==> src/rtl/mem_port_arbiter.sv <==
// mem_port_arbiter
//   Shares one fixed-latency memory port between the instruction-fetch
//   requester (IF) and the data-memory requester (D). An IDLE/BUSY/RESP FSM
//   grants one access at a time, holds the memory-side signals stable for
//   MEM_LAT cycles, captures read data in the last busy cycle and returns a
//   one-cycle ready pulse to the owner. ostall feeds the hazard logic.
//
//   Optional feature macro: ROUND_ROBIN_EN
//     defined   : on a tie in IDLE the grant goes to the requester not granted
//                 last (last-grant register resets to IF, so D wins the first tie)
//     undefined : D has fixed priority over IF
//
// Ports
//   iclk, irst                  clock, synchronous active-high reset
//   if_req/if_addr              fetch request (held until if_ready) and address
//   iflush                      squash pending fetch response (branch taken)
//   if_rdata/if_ready           fetched instruction, one-cycle completion pulse
//   dm_req/dm_we/dm_addr        data request, store flag, address
//   dm_wdata/dm_be              store data, byte enables
//   dm_rdata/dm_ready           load data (registered), one-cycle completion pulse
//   mem_req/mem_we/mem_addr     memory port control and address
//   mem_wdata/mem_be/mem_rdata  memory write data, byte enables, read data
//   ostall                      requester waiting: (if_req&~if_ready)|(dm_req&~dm_ready)
module mem_port_arbiter #(
    parameter int ADDR_W  = 32,
    parameter int DATA_W  = 32,
    parameter int MEM_LAT = 2
) (
    input  logic                iclk,
    input  logic                irst,
    input  logic                if_req,
    input  logic [ADDR_W-1:0]   if_addr,
    input  logic                iflush,
    output logic [DATA_W-1:0]   if_rdata,
    output logic                if_ready,
    input  logic                dm_req,
    input  logic                dm_we,
    input  logic [ADDR_W-1:0]   dm_addr,
    input  logic [DATA_W-1:0]   dm_wdata,
    input  logic [DATA_W/8-1:0] dm_be,
    output logic [DATA_W-1:0]   dm_rdata,
    output logic                dm_ready,
    output logic                mem_req,
    output logic                mem_we,
    output logic [ADDR_W-1:0]   mem_addr,
    output logic [DATA_W-1:0]   mem_wdata,
    output logic [DATA_W/8-1:0] mem_be,
    input  logic [DATA_W-1:0]   mem_rdata,
    output logic                ostall
);

    localparam int BE_W  = DATA_W / 8;
    localparam int CNT_W = (MEM_LAT > 1) ? $clog2(MEM_LAT) : 1;
    localparam logic [CNT_W-1:0] CNT_LAST = CNT_W'(MEM_LAT - 1);

    typedef enum logic [1:0] {
        IDLE,
        BUSY,
        RESP
    } stateT;

    stateT              state;
    logic [CNT_W-1:0]   waitCnt;
    logic               ownerD;     // 1 = data requester owns the port
    logic               squash;     // fetch response must be dropped
    logic [ADDR_W-1:0]  addrQ;
    logic               weQ;
    logic [DATA_W-1:0]  wdataQ;
    logic [BE_W-1:0]    beQ;
    logic [DATA_W-1:0]  fetchBuf;   // fetch data waiting for the RESP cycle
    logic [DATA_W-1:0]  ifRdataQ;   // last delivered instruction
    logic [DATA_W-1:0]  dmRdataQ;
`ifdef ROUND_ROBIN_EN
    logic               lastGrantD;
`endif

    logic grantD;
    logic grantI;
    logic busy;
    logic ifDeliver;

    always_comb begin
`ifdef ROUND_ROBIN_EN
        grantD = dm_req & (~if_req | ~lastGrantD);
`else
        grantD = dm_req;
`endif
        grantI = if_req & ~grantD;
    end

    assign busy = (state == BUSY);

    // A flush arriving in the RESP cycle itself must still hide the fetch, so
    // the fetch result is staged in fetchBuf and only exposed (and committed to
    // ifRdataQ) when the RESP cycle is not squashed.
    assign ifDeliver = (state == RESP) & ~ownerD & ~squash & ~iflush;

    assign mem_req   = busy;
    assign mem_we    = busy & weQ;
    assign mem_addr  = busy ? addrQ  : '0;
    assign mem_wdata = busy ? wdataQ : '0;
    assign mem_be    = busy ? beQ    : '0;

    assign if_ready  = ifDeliver;
    assign if_rdata  = ifDeliver ? fetchBuf : ifRdataQ;
    assign dm_ready  = (state == RESP) & ownerD;
    assign dm_rdata  = dmRdataQ;

    assign ostall    = (if_req & ~if_ready) | (dm_req & ~dm_ready);

    always_ff @(posedge iclk) begin
        if (irst) begin
            state      <= IDLE;
            waitCnt    <= '0;
            ownerD     <= 1'b0;
            squash     <= 1'b0;
            addrQ      <= '0;
            weQ        <= 1'b0;
            wdataQ     <= '0;
            beQ        <= '0;
            fetchBuf   <= '0;
            ifRdataQ   <= '0;
            dmRdataQ   <= '0;
`ifdef ROUND_ROBIN_EN
            lastGrantD <= 1'b0;
`endif
        end else begin
            case (state)
                IDLE: begin
                    squash <= 1'b0;
                    if (grantD | grantI) begin
                        ownerD  <= grantD;
                        addrQ   <= grantD ? dm_addr  : if_addr;
                        weQ     <= grantD & dm_we;
                        wdataQ  <= grantD ? dm_wdata : '0;
                        beQ     <= grantD ? dm_be    : '1;
                        waitCnt <= '0;
                        state   <= BUSY;
`ifdef ROUND_ROBIN_EN
                        lastGrantD <= grantD;
`endif
                    end
                end
                BUSY: begin
                    waitCnt <= waitCnt + 1'b1;
                    if (iflush & ~ownerD) begin
                        squash <= 1'b1;
                    end
                    if (waitCnt == CNT_LAST) begin
                        if (ownerD) begin
                            if (!weQ) begin
                                dmRdataQ <= mem_rdata;
                            end
                        end else begin
                            fetchBuf <= mem_rdata;
                        end
                        state <= RESP;
                    end
                end
                RESP: begin
                    if (ifDeliver) begin
                        ifRdataQ <= fetchBuf;
                    end
                    squash <= 1'b0;
                    state  <= IDLE;
                end
                default: state <= IDLE;
            endcase
        end
    end

endmodule

==> config.mk <==
export PLATFORM = sky130hd
export DESIGN_NAME = mem_port_arbiter
export DESIGN_NICKNAME = d
export VERILOG_FILES = /design/src/rtl/mem_port_arbiter.sv
export SDC_FILE = /design/constraint.sdc
export NUM_CORES = 1
export LEC_CHECK = 0
export CORE_ASPECT_RATIO = 0.6
export CORE_MARGIN = 5
export CORE_UTILIZATION = 42
export CTS_BUF_LIST = sky130_fd_sc_hd__clkbuf_2 sky130_fd_sc_hd__clkbuf_4 sky130_fd_sc_hd__clkbuf_8
export DETAILED_ROUTE_END_ITERATION = 6
export GPL_TIMING_DRIVEN = 0
export PLACE_DENSITY_LB_ADDON = 0.12
export SYNTH_ARGS = -nofsm -noshare
export SYNTH_HDL_FRONTEND = slang
export SYNTH_SLANG_ARGS = --single-unit
==> constraint.sdc <==
create_clock -name iclk -period 2 [get_ports iclk]
set_input_delay 0.3 -clock iclk [delete_from_list [all_inputs] [get_ports iclk]]
set_output_delay 0.3 -clock iclk [all_outputs]
set_load 0.02 [all_outputs]
==> results by group, run 1 <==
Outcome
  – Status: finished with violations
  – Failing checks: setup timing

STA
  – Setup TNS: -13450 ps
  – Min Tclk post-route: 2440 ps
  – Clk_skew: ~20 ps
  – Count of pins over their slew limit: 0
  – RSZ-0062 raised after global routing: yes
  – Fmax achieved: slightly above 0.4 GHz
  – Final period utilization: 122%
  – Setup ws final: -435 ps
  – # setup viols final: 44
  – Worst-Margin Slew: 796 ps
  – Final Hold Viols: 0
  – Worst rel slew slack: between 40 and 50%

GRT
  – Initial antenna violation count: 0
  – GRT Total Usage: about 22%
  – Vias in the first global route: 6708
  – Largest net degree at the start of global routing: 17
  – GRT overflow: 0
  – First-pass GRT wire length: around 37000 um

CTS
  – Number of clock sinks: 170
  – Longest Clk Path Bufs: 2
  – CTS Buf Count: 17
  – H-tree Lvls: 4
  – CTS tree: done
  – Clock slew at reported path FFs: around 90 ps
  – Clock latency on the worst-skew pair: between 400 and 500 ps
  – # hold bufs at CTS: 0
  – CTS Root Cell: clkbuf_8

Cells and area
  – Final instance area: between 10000 and 15000 um^2
  – Ant. Diodes: 0
  – End-of-flow core utilization: 63.8%
  – Footprint of the multi-input gates: a little over 4000 um^2
  – Synth-to-layout area growth: 49.5%
  – Layout cells sized above 1: between 20% and 30%
  – Fin nets: roughly 1300
  – Filler cells: 1562
  – FF+latch area: 3410 um^2

Hold path
  – Worst Hold Path EP: ifRdataQ[24]
  – Hold Crit Depth: 3
  – Hold Path Origin: irst
  – HP Class: in2reg

Logic synthesis
  – Compound-Gate Fraction of Synth Area: 10.2%
  – Post-synthesis simple-gate area fraction: about a fifth
  – Ys flop type: dfxtp_1
  – Mean post-synth cell area: 9.58 um^2
  – Multiplexer share of the synthesized area: 21.6%
  – Distinct cell type count after synthesis: 25
  – Sequential element share of the synthesized area: 44.1%
  – Area leader, netlist: dfxtp_1
  – Synth top cells by count: 170 x dfxtp_1, 130 x nand2b_1, 128 x mux2i_1
  – Synthesized cell area: 7710 um^2
  – Post-Synth Adder-Cell Area: 0%
  – Post-Syn Instances: around 800
  – Syn_nets: ~940
  – Async S/R FF share, synth: 0%
  – Largest family of logic cells by synthesized area: multiplexers
  – Top post-synthesis cells by area: dfxtp_1 44%, mux2i_1 17%, nand2b_1 11%
  – Synth Warn #: 0
  – Synth Area in XOR/XNOR: 0%
  – Flops & latches, synth: 170
  – Count leader, synth: dfxtp_1
  – Top cell type's share of synthesized area: roughly 44%
  – Number of flops mapped to enable cells by yosys: 0

Route
  – Vias: slightly below 7000
  – Initial drt markers: about 370
  – Routed WL: roughly 24000 um
  – Drt drc: 0
  – Routed wire length per instance: roughly 18 um
  – Antenna-violating nets left: 0
  – Initial DRT Pass Iterations: 5
  – Mean number of vias per cell: between 5 and 6

Placed design
  – Placed inst area: approximately 11000 um^2
  – # port buffers: 272
  – Final Wtd Congestion: 0.808
  – HPWL after detailed placement: about 18000 um

Setup path
  – Worst Path Max Fanout: 7
  – CP Data Arrival Time: 2140 ps
  – Worst R2R Path Depth: 7
  – CP Class: reg2out
  – Crit start category: flop
  – CP Data Required Time: about 1700 ps
  – Crit Reg-Reg Endpoint: wdataQ[7]
  – Worst setup EP type: primary output
  – R2r startpoint: state[0]
  – R2r setup slk: about 70 ps

Pwr
  – Pleak: between 4 and 5 nW
  – PwrDens: slightly below 700 nW/um^2
  – Worst vdd ir: between 400 and 500 uV
  – Overall Power: approximately 7.8 mW

Floorplanning
  – Rows: 38
  – I/O pin count: 275
  – Die area: approximately 21000 um^2
  – DIE WIDTH: roughly 180 um
  – Initial Util: 42.7%
  – Die Ht: between 100 and 150 um
  – Core ar.: roughly 18000 um^2

Job
  – Max Cap Viol: 0
-- cell type report --
class                      instances  share of cell area, %
multi-input combinational        558                   35.1
sequential                       170                   29.6
timing repair buffer             295                   25.5
buffer                            69                   3.25
tap                              240                   2.60
clock buffer                      18                   2.09
clock inverter                    14                   1.81
inverter                           3                 0.0976
-- cells by family after synthesis --
group,after synthesis
AO/OA/AOI/OAI,141
multiplexers,160
AND/OR/NAND/NOR,257
flip-flops,170
buffers and inverters,77
-- report_power, final --
| part | internal (mW) | switching (mW) | leakage [nW] | total [mW] |
|---|---|---|---|---|
| Combinational | 0.700 | 0.673 | 3.34 | 1.37 |
| Sequential | 3.53 | 0.0703 | 1.39 | 3.61 |
| Clock | 1.41 | 1.40 | 0.230 | 2.81 |
-- layer usage --
metal / vias up / part of all wire [%] / global-route usage (%)
met4: 0 / 0.86 / 4.20
met2: 192 / 41 / 31.0
li1: 3400 / - / -
met1: 3235 / 51 / 34.3
met3: 17 / 6.9 / 6.32
met5: - / 0 / 0
-- state kept, by name (all words and copies together), names as in the netlist --
register,flops
addrQ,32
beQ,4
dm_rdata,32
fetchBuf,32
ifRdataQ,32
ownerD,1
squash,1
state,2
waitCnt,1
wdataQ,32
weQ,1
-- layout by cell type, fill, tap and decap left out, types with 2 or more instances in the layout --
master	Yosys	routed
buf_4	0	38
clkinv_4	0	3
a21oi_1	73	73
inv_6	0	4
clkdlybuf4s50_1	0	167
clkbuf_2	0	6
nand3_1	33	33
buf_1	4	4
dfxtp_1	170	167
clkbuf_8	0	18
nand2_1	3	3
and2_1	69	53
buf_8	0	7
o21ai_0	35	35
buf_6	2	66
buf_2	13	19
buf_12	0	2
dfxtp_2	0	2
mux2_4	6	7
clkbuf_1	55	41
clkdlybuf4s15_2	0	11
bufinv_16	0	4
and2_4	0	16
nor3_1	9	9
mux2i_1	128	128
nand2b_1	130	129
inv_1	3	2
inv_8	0	2
nor2_1	6	5
mux2_2	26	25
a211oi_1	32	32
or2_2	2	2
-- how the worst max path moves through the flow --
stage,start,to
5_1_grt,state[0],if_rdata[31]
3_3_place_gp,iflush,if_rdata[0]
4_1_cts,state[0],if_rdata[31]
6_report,state[0],if_rdata[31]
2_1_floorplan,state[0],if_rdata[0]
3_5_place_dp,iflush,if_rdata[0]
-- through the flow --
| stage | worst slack [ps] | hold slack (ps) | std cells |
|---|---|---|---|
| after global routing | -515 | 396 | 1367 |
| after CTS | -474 | 374 | 1363 |
| final | -435 | 400 | 1367 |
| after global placement | -845 | 454 | 1317 |
| after floorplan | 127 | 436 | 805 |
| after detailed placement | -860 | 462 | 1317 |
-- what timing repair did --
item | in CTS | in global routing
pin swaps | 0 | 0
buffers inserted | 14 | 7
endpoints found under the setup margin | 105 | 139
cloned | 1 | 1
endpoints found under the hold margin | 0 | 0
resized for setup | 563 | 74
-- critical path: stages, from the launching register on --
cell,delay [ps]
dfxtp_2,340
nand2b_4,140
or4_4,470
buf_8,170
buf_12,130
mux2_4,300
buf_6,130
(Power assumes the default switching activity.)
==> run 2: changes to the inputs <==
Settings changed: CELL_PAD_IN_SITES_DETAIL_PLACEMENT from default to 1, CELL_PAD_IN_SITES_GLOBAL_PLACEMENT from default to 1, CORE_UTILIZATION 42 to 34.
==> results by group, run 2 (same netlist as run 1, synthesis figures left out) <==
STA
  – Clk_skew: around 9.4 ps
  – RSZ-0062 raised after global routing: yes
  – # setup viols final: 97
  – Worst-Margin Slew: about 1000 ps
  – Setup ws final: -492 ps
  – Worst rel slew slack: between 30% and 40%
  – Count of pins over their slew limit: 0
  – Final Hold Viols: 0
  – Setup TNS: -20440 ps
  – Fmax achieved: around 0.40 GHz
  – Min Tclk post-route: around 2500 ps
  – Final period utilization: 125%

Pwr
  – Worst vdd ir: about 440 uV
  – PwrDens: between 600 and 700 nW/um^2
  – Pleak: 5.19 nW
  – Clk pwr share: 35.6%
  – Power share of the sequential group: ~45%
  – Pint: 5.95 mW
  – Switching Fraction: a little over a quarter
  – Combinational share of power: 19.7%
  – Switching power: between 2 and 2.5 mW

Floorplanning
  – I/O pin count: around 280
  – Rows: 42
  – Die area: 25900 um^2
  – DIE WIDTH: slightly above 200 um
  – Core ar.: ~22000 um^2
  – Die Ht: between 100 and 150 um
  – Initial Util: a little over a third

Hold path
  – Hold Crit Depth: 3
  – HP Class: in2reg
  – Hold Path Origin: irst

Cells and area
  – Fin nets: 1266
  – Ant. Diodes: 0
  – Layout cells sized above 1: a little over a quarter
  – Synth-to-layout area growth: 57.6%
  – Filler cells: 2469
  – Final instance area: ~12000 um^2
  – Final Non-Filler Cells: about 1400
  – Footprint of the multi-input gates: 4200 um^2
  – Most frequent cells in the layout: 167 x dfxtp_1, 167 x clkdlybuf4s50_1, 129 x nand2b_1, 128 x mux2i_1, 96 x buf_6
  – End-of-flow core utilization: 54.8%
  – FF+latch area: 3410 um^2

Setup path
  – Worst Path Max Fanout: 5
  – Worst R2R Path Depth: 8
  – Setup crit start: state[0]
  – R2r startpoint: state[0]
  – CP Data Required Time: ~1700 ps
  – Worst setup EP type: primary output
  – Worst-path cell chain: nand2b_4 -> or4_4 -> buf_8 -> buf_12 -> mux2_4 -> buf_6
  – CP Class: reg2out
  – Crit start category: flop
  – Slowest-stage cell, CP: or4_4
  – CP Data Arrival Time: 2190 ps
  – Delay of the slowest critical-path stage: roughly 480 ps

Placed design
  – # port buffers: 272
  – HPWL after detailed placement: approximately 21000 um
  – Placed Cells: 1385
  – Placed inst area: between 10000 and 15000 um^2
  – Final Wtd Congestion: around 0.75

CTS
  – Longest Clk Path Bufs: 2
  – CTS Buf Count: 17
  – # hold bufs at CTS: 0
  – H-tree Lvls: 4
  – Clock slew at reported path FFs: roughly 90 ps
  – Clock latency on the worst-skew pair: 470 ps
  – CTS Root Cell: clkbuf_8
  – CTS tree: done
  – Number of clock sinks: 170

Route
  – Initial DRT Pass Iterations: 4
  – Routed wire length per instance: 19.6 um
  – Antenna-violating nets left: 0
  – Vias: about 7000
  – Initial drt markers: roughly 240
  – Mean number of vias per cell: approximately 4.8
  – Drt drc: 0
  – Routed WL: 28400 um

GRT
  – GRT Total Usage: roughly a fifth
  – Largest net degree at the start of global routing: 17
  – First-pass GRT wire length: approximately 42000 um
  – GRT overflow: 0
  – Vias in the first global route: between 7000 and 8000
  – Initial antenna violation count: 1

Outcome
  – Failing checks: setup timing
  – Status: finished with violations

Job
  – Max Cap Viol: 0
[run 2: cell count changes in the layout (fill, tap and decap cells not counted), sizes merged]
cell,previous run,this run
clkdlybuf4s15,11,10
inv,9,4
buf,136,149
dlygate4sd2,1,0
bufinv,4,5
clkinvlp,0,2
clkbuf,67,72
[run 2: repair_timing]
item                       in CTS  in global routing
gates cloned                    3                  6
pin swaps                      13                 27
resized for setup             558                187
buffers inserted               11                 14
setup endpoints to repair     106                125
[run 2: path summary, 6_finish.rpt]
check           endpoint  slack [ps]
min          dm_rdata[9]         400
max          if_rdata[3]        -490
min reg2reg   wdataQ[15]         470
max reg2reg  dm_rdata[2]         -20
[run 2: layout make-up]
cell class / count / share of cell area [%]
clock inverters: 12 / 1.59
clock buffers: 20 / 2.21
flip-flops and latches: 170 / 28.0
inverters: 3 / 0.113
plain buffers: 73 / 3.71
multi-input cells: 558 / 34.6
well taps: 308 / 3.17
repair buffers: 305 / 26.6
[run 2: stage by stage]
stage / hold WS, ps / total power [mW] / setup WS (ps)
2_1_floorplan: 436 / 4.32 / 127
3_3_place_gp: 455 / 4.96 / -836
3_5_place_dp: 465 / 4.99 / -845
4_1_cts: 372 / 7.97 / -543
5_1_grt: 384 / 8.43 / -567
6_report: 401 / 8.10 / -492
[run 2: power by group through the flow]
stage	clock (mW)	sequential (mW)	combinational, mW
finish	2.89	3.62	1.60
global route	3.08	3.64	1.71
CTS	2.97	3.61	1.39
detailed placement	0	3.68	1.30
global placement	0	3.68	1.29
floorplan	0	3.67	0.656
[run 2: per-layer routing]
metal / global-route usage [%] / part of all wire, %
met1: 29.0 / 49
met2: 31.1 / 44
met3: 6.38 / 5.7
met4: 4.45 / 0.89
met5: 0 / 0.039
[run 2: critical path: cells and delay by family (launching register included)]
| family | cells | cell delay [ps] |
|---|---|---|
| flip-flops | 1 | 340 |
| multiplexers | 1 | 320 |
| AND/OR/NAND/NOR | 2 | 620 |
| buffers and inverters | 3 | 450 |
==> run 3: changes to the inputs <==
Settings changed: CORE_MARGIN 5 to default, SETUP_SLACK_MARGIN from default to 0.15.
==> results by group, run 3 (same netlist as run 1, synthesis figures left out) <==
CTS
  – H-tree Lvls: 4
  – Number of clock sinks: 170
  – Longest Clk Path Bufs: 2
  – CTS tree: done
  – Clock latency on the worst-skew pair: 470 ps
  – Clock slew at reported path FFs: 100 ps
  – CTS Root Cell: clkbuf_8
  – # hold bufs at CTS: 0
  – CTS Buf Count: 17

Cells and area
  – Ant. Diodes: 0
  – Filler cells: 2463
  – Layout cells sized above 1: between 20% and 30%
  – Synth-to-layout area growth: 51.9%
  – Fin nets: approximately 1300
  – Most frequent cells in the layout: 167 x dfxtp_1, 167 x clkdlybuf4s50_1, 129 x nand2b_1, 127 x mux2i_1, 73 x a21oi_1

STA
  – Clk_skew: roughly 15 ps
  – Worst rel slew slack: 37.0%
  – Final period utilization: 126%
  – Fmax achieved: between 0.3 and 0.4 GHz
  – # setup viols final: slightly above 100
  – Final Hold Viols: 0
  – Setup ws final: -521 ps
  – Worst-Margin Slew: around 940 ps
  – Count of pins over their slew limit: 0
  – RSZ-0062 raised after global routing: yes
  – Min Tclk post-route: ~2500 ps
  – Setup TNS: -21510 ps

Floorplanning
  – Rows: between 40 and 50
  – DIE WIDTH: around 200 um
  – Die area: around 23000 um^2
  – Initial Util: between 30% and 40%
  – Die Ht: roughly 120 um
  – I/O pin count: ~280
  – Core ar.: roughly 22000 um^2

Setup path
  – Slowest-stage cell, CP: or4_4
  – Crit start category: flop
  – CP Data Required Time: about 1700 ps
  – CP Data Arrival Time: about 2200 ps
  – Largest delay contributor family on the critical path: simple AND/OR/NAND/NOR gates
  – Worst Path Max Fanout: 5
  – Worst-path cell chain: nand2b_4 -> or4_4 -> buf_8 -> buf_16 -> buf_12 -> mux2_4 -> buf_6
  – CP Class: reg2out
  – Worst setup EP type: primary output
  – Delay of the slowest critical-path stage: 420 ps
  – CP Buf/Inv Count: 4

Placed design
  – HPWL after detailed placement: approximately 20000 um
  – Final Wtd Congestion: about 0.76
  – Dpl ws: -831 ps
  – # port buffers: between 200 and 300

Route
  – Initial drt markers: 212
  – Routed WL: around 27000 um
  – Mean number of vias per cell: between 4 and 5
  – Drt drc: 0
  – Antenna-violating nets left: 0
  – Routed wire length per instance: roughly 19 um
  – Initial DRT Pass Iterations: 4
  – Vias: 6945

Pwr
  – Worst vdd ir: between 300 and 400 uV
  – PwrDens: 665 nW/um^2
  – Pleak: between 4 and 5 nW

Outcome
  – Failing checks: setup timing
  – Status: finished with violations

GRT
  – Vias in the first global route: between 7000 and 8000
  – First-pass GRT wire length: between 40000 and 50000 um
  – Initial antenna violation count: 0
  – Largest net degree at the start of global routing: 17
  – GRT overflow: 0
  – GRT Total Usage: between 20 and 25%

Hold path
  – HP Class: in2reg

Job
  – Max Cap Viol: 0
## run 3: cell count changes in the layout (fill, tap and decap cells not counted), moves of 3 or more
cell,before,now
clkbuf_16,5,1
clkbuf_1,44,36
buf_12,8,5
clkbuf_2,3,11
clkdlybuf4s15_2,9,70
and2_1,4,69
buf_6,96,18
buf_4,19,25
clkbuf_4,1,10
and2_4,65,0
buf_2,13,18
buf_8,9,1
## run 3: power by group
group	switching (mW)	total, mW	leakage, nW	internal [mW]
Sequential	0.0722	3.61	1.39	3.53
Combinational	0.680	1.33	3.25	0.655
Clock	1.27	2.85	0.229	1.58
## run 3: stage by stage
step | hold slack (ps) | cells | util, % | cell area, um^2 | power [mW]
finish | 382 | 1435 | 53.0 | 11700 | 7.79
global placement | 455 | 1385 | 49.0 | 10800 | 4.96
global route | 393 | 1435 | 53.0 | 11700 | 8.11
floorplan | 429 | 805 | - | 7730 | 4.33
detailed placement | 464 | 1385 | 49.0 | 10800 | 4.99
CTS | 369 | 1419 | 51.7 | 11400 | 7.84
## run 3: layout make-up
cell class                 count  area [um^2]  area share (%)
buffer                        74          439            3.75
clock buffer                  22          284            2.42
clock inverter                 8          168            1.43
inverter                       3         16.3           0.139
multi-input combinational    558         4040            34.5
sequential                   170         3410            29.1
tap                          308          385            3.29
timing repair buffer         292         2970            25.4
## run 3: path summary, 6_finish.rpt
check | startpoint | endpoint | cells after the start | slack, ps
min | irst | dm_rdata[17] | 3 | 380
max | state[0] | if_rdata[4] | 7 | -520
max reg2reg | state[0] | ifRdataQ[14] | 8 | 150
min reg2reg | wdataQ[16] | wdataQ[16] | 2 | 470
## run 3: tightest hold or removal path: stages
cell	delay (ps)
clkbuf_1	190
nand2b_1	220
mux2i_1	110
## run 3: what timing repair did
action	4_1_cts	5_1_grt
pin swaps	0	0
gates cloned	3	1
gates resized for setup	406	57
setup buffers	1	15
setup endpoints to repair	138	196
## run 3: metal layers
metal  vias up  part of all wire [%]  track usage, %
met4         0                  0.97            4.93
met3        17                   5.1            6.39
met5         -                     0               0
met1      3394                    49            31.1
li1       3390                     -               -
met2       144                    45            35.6
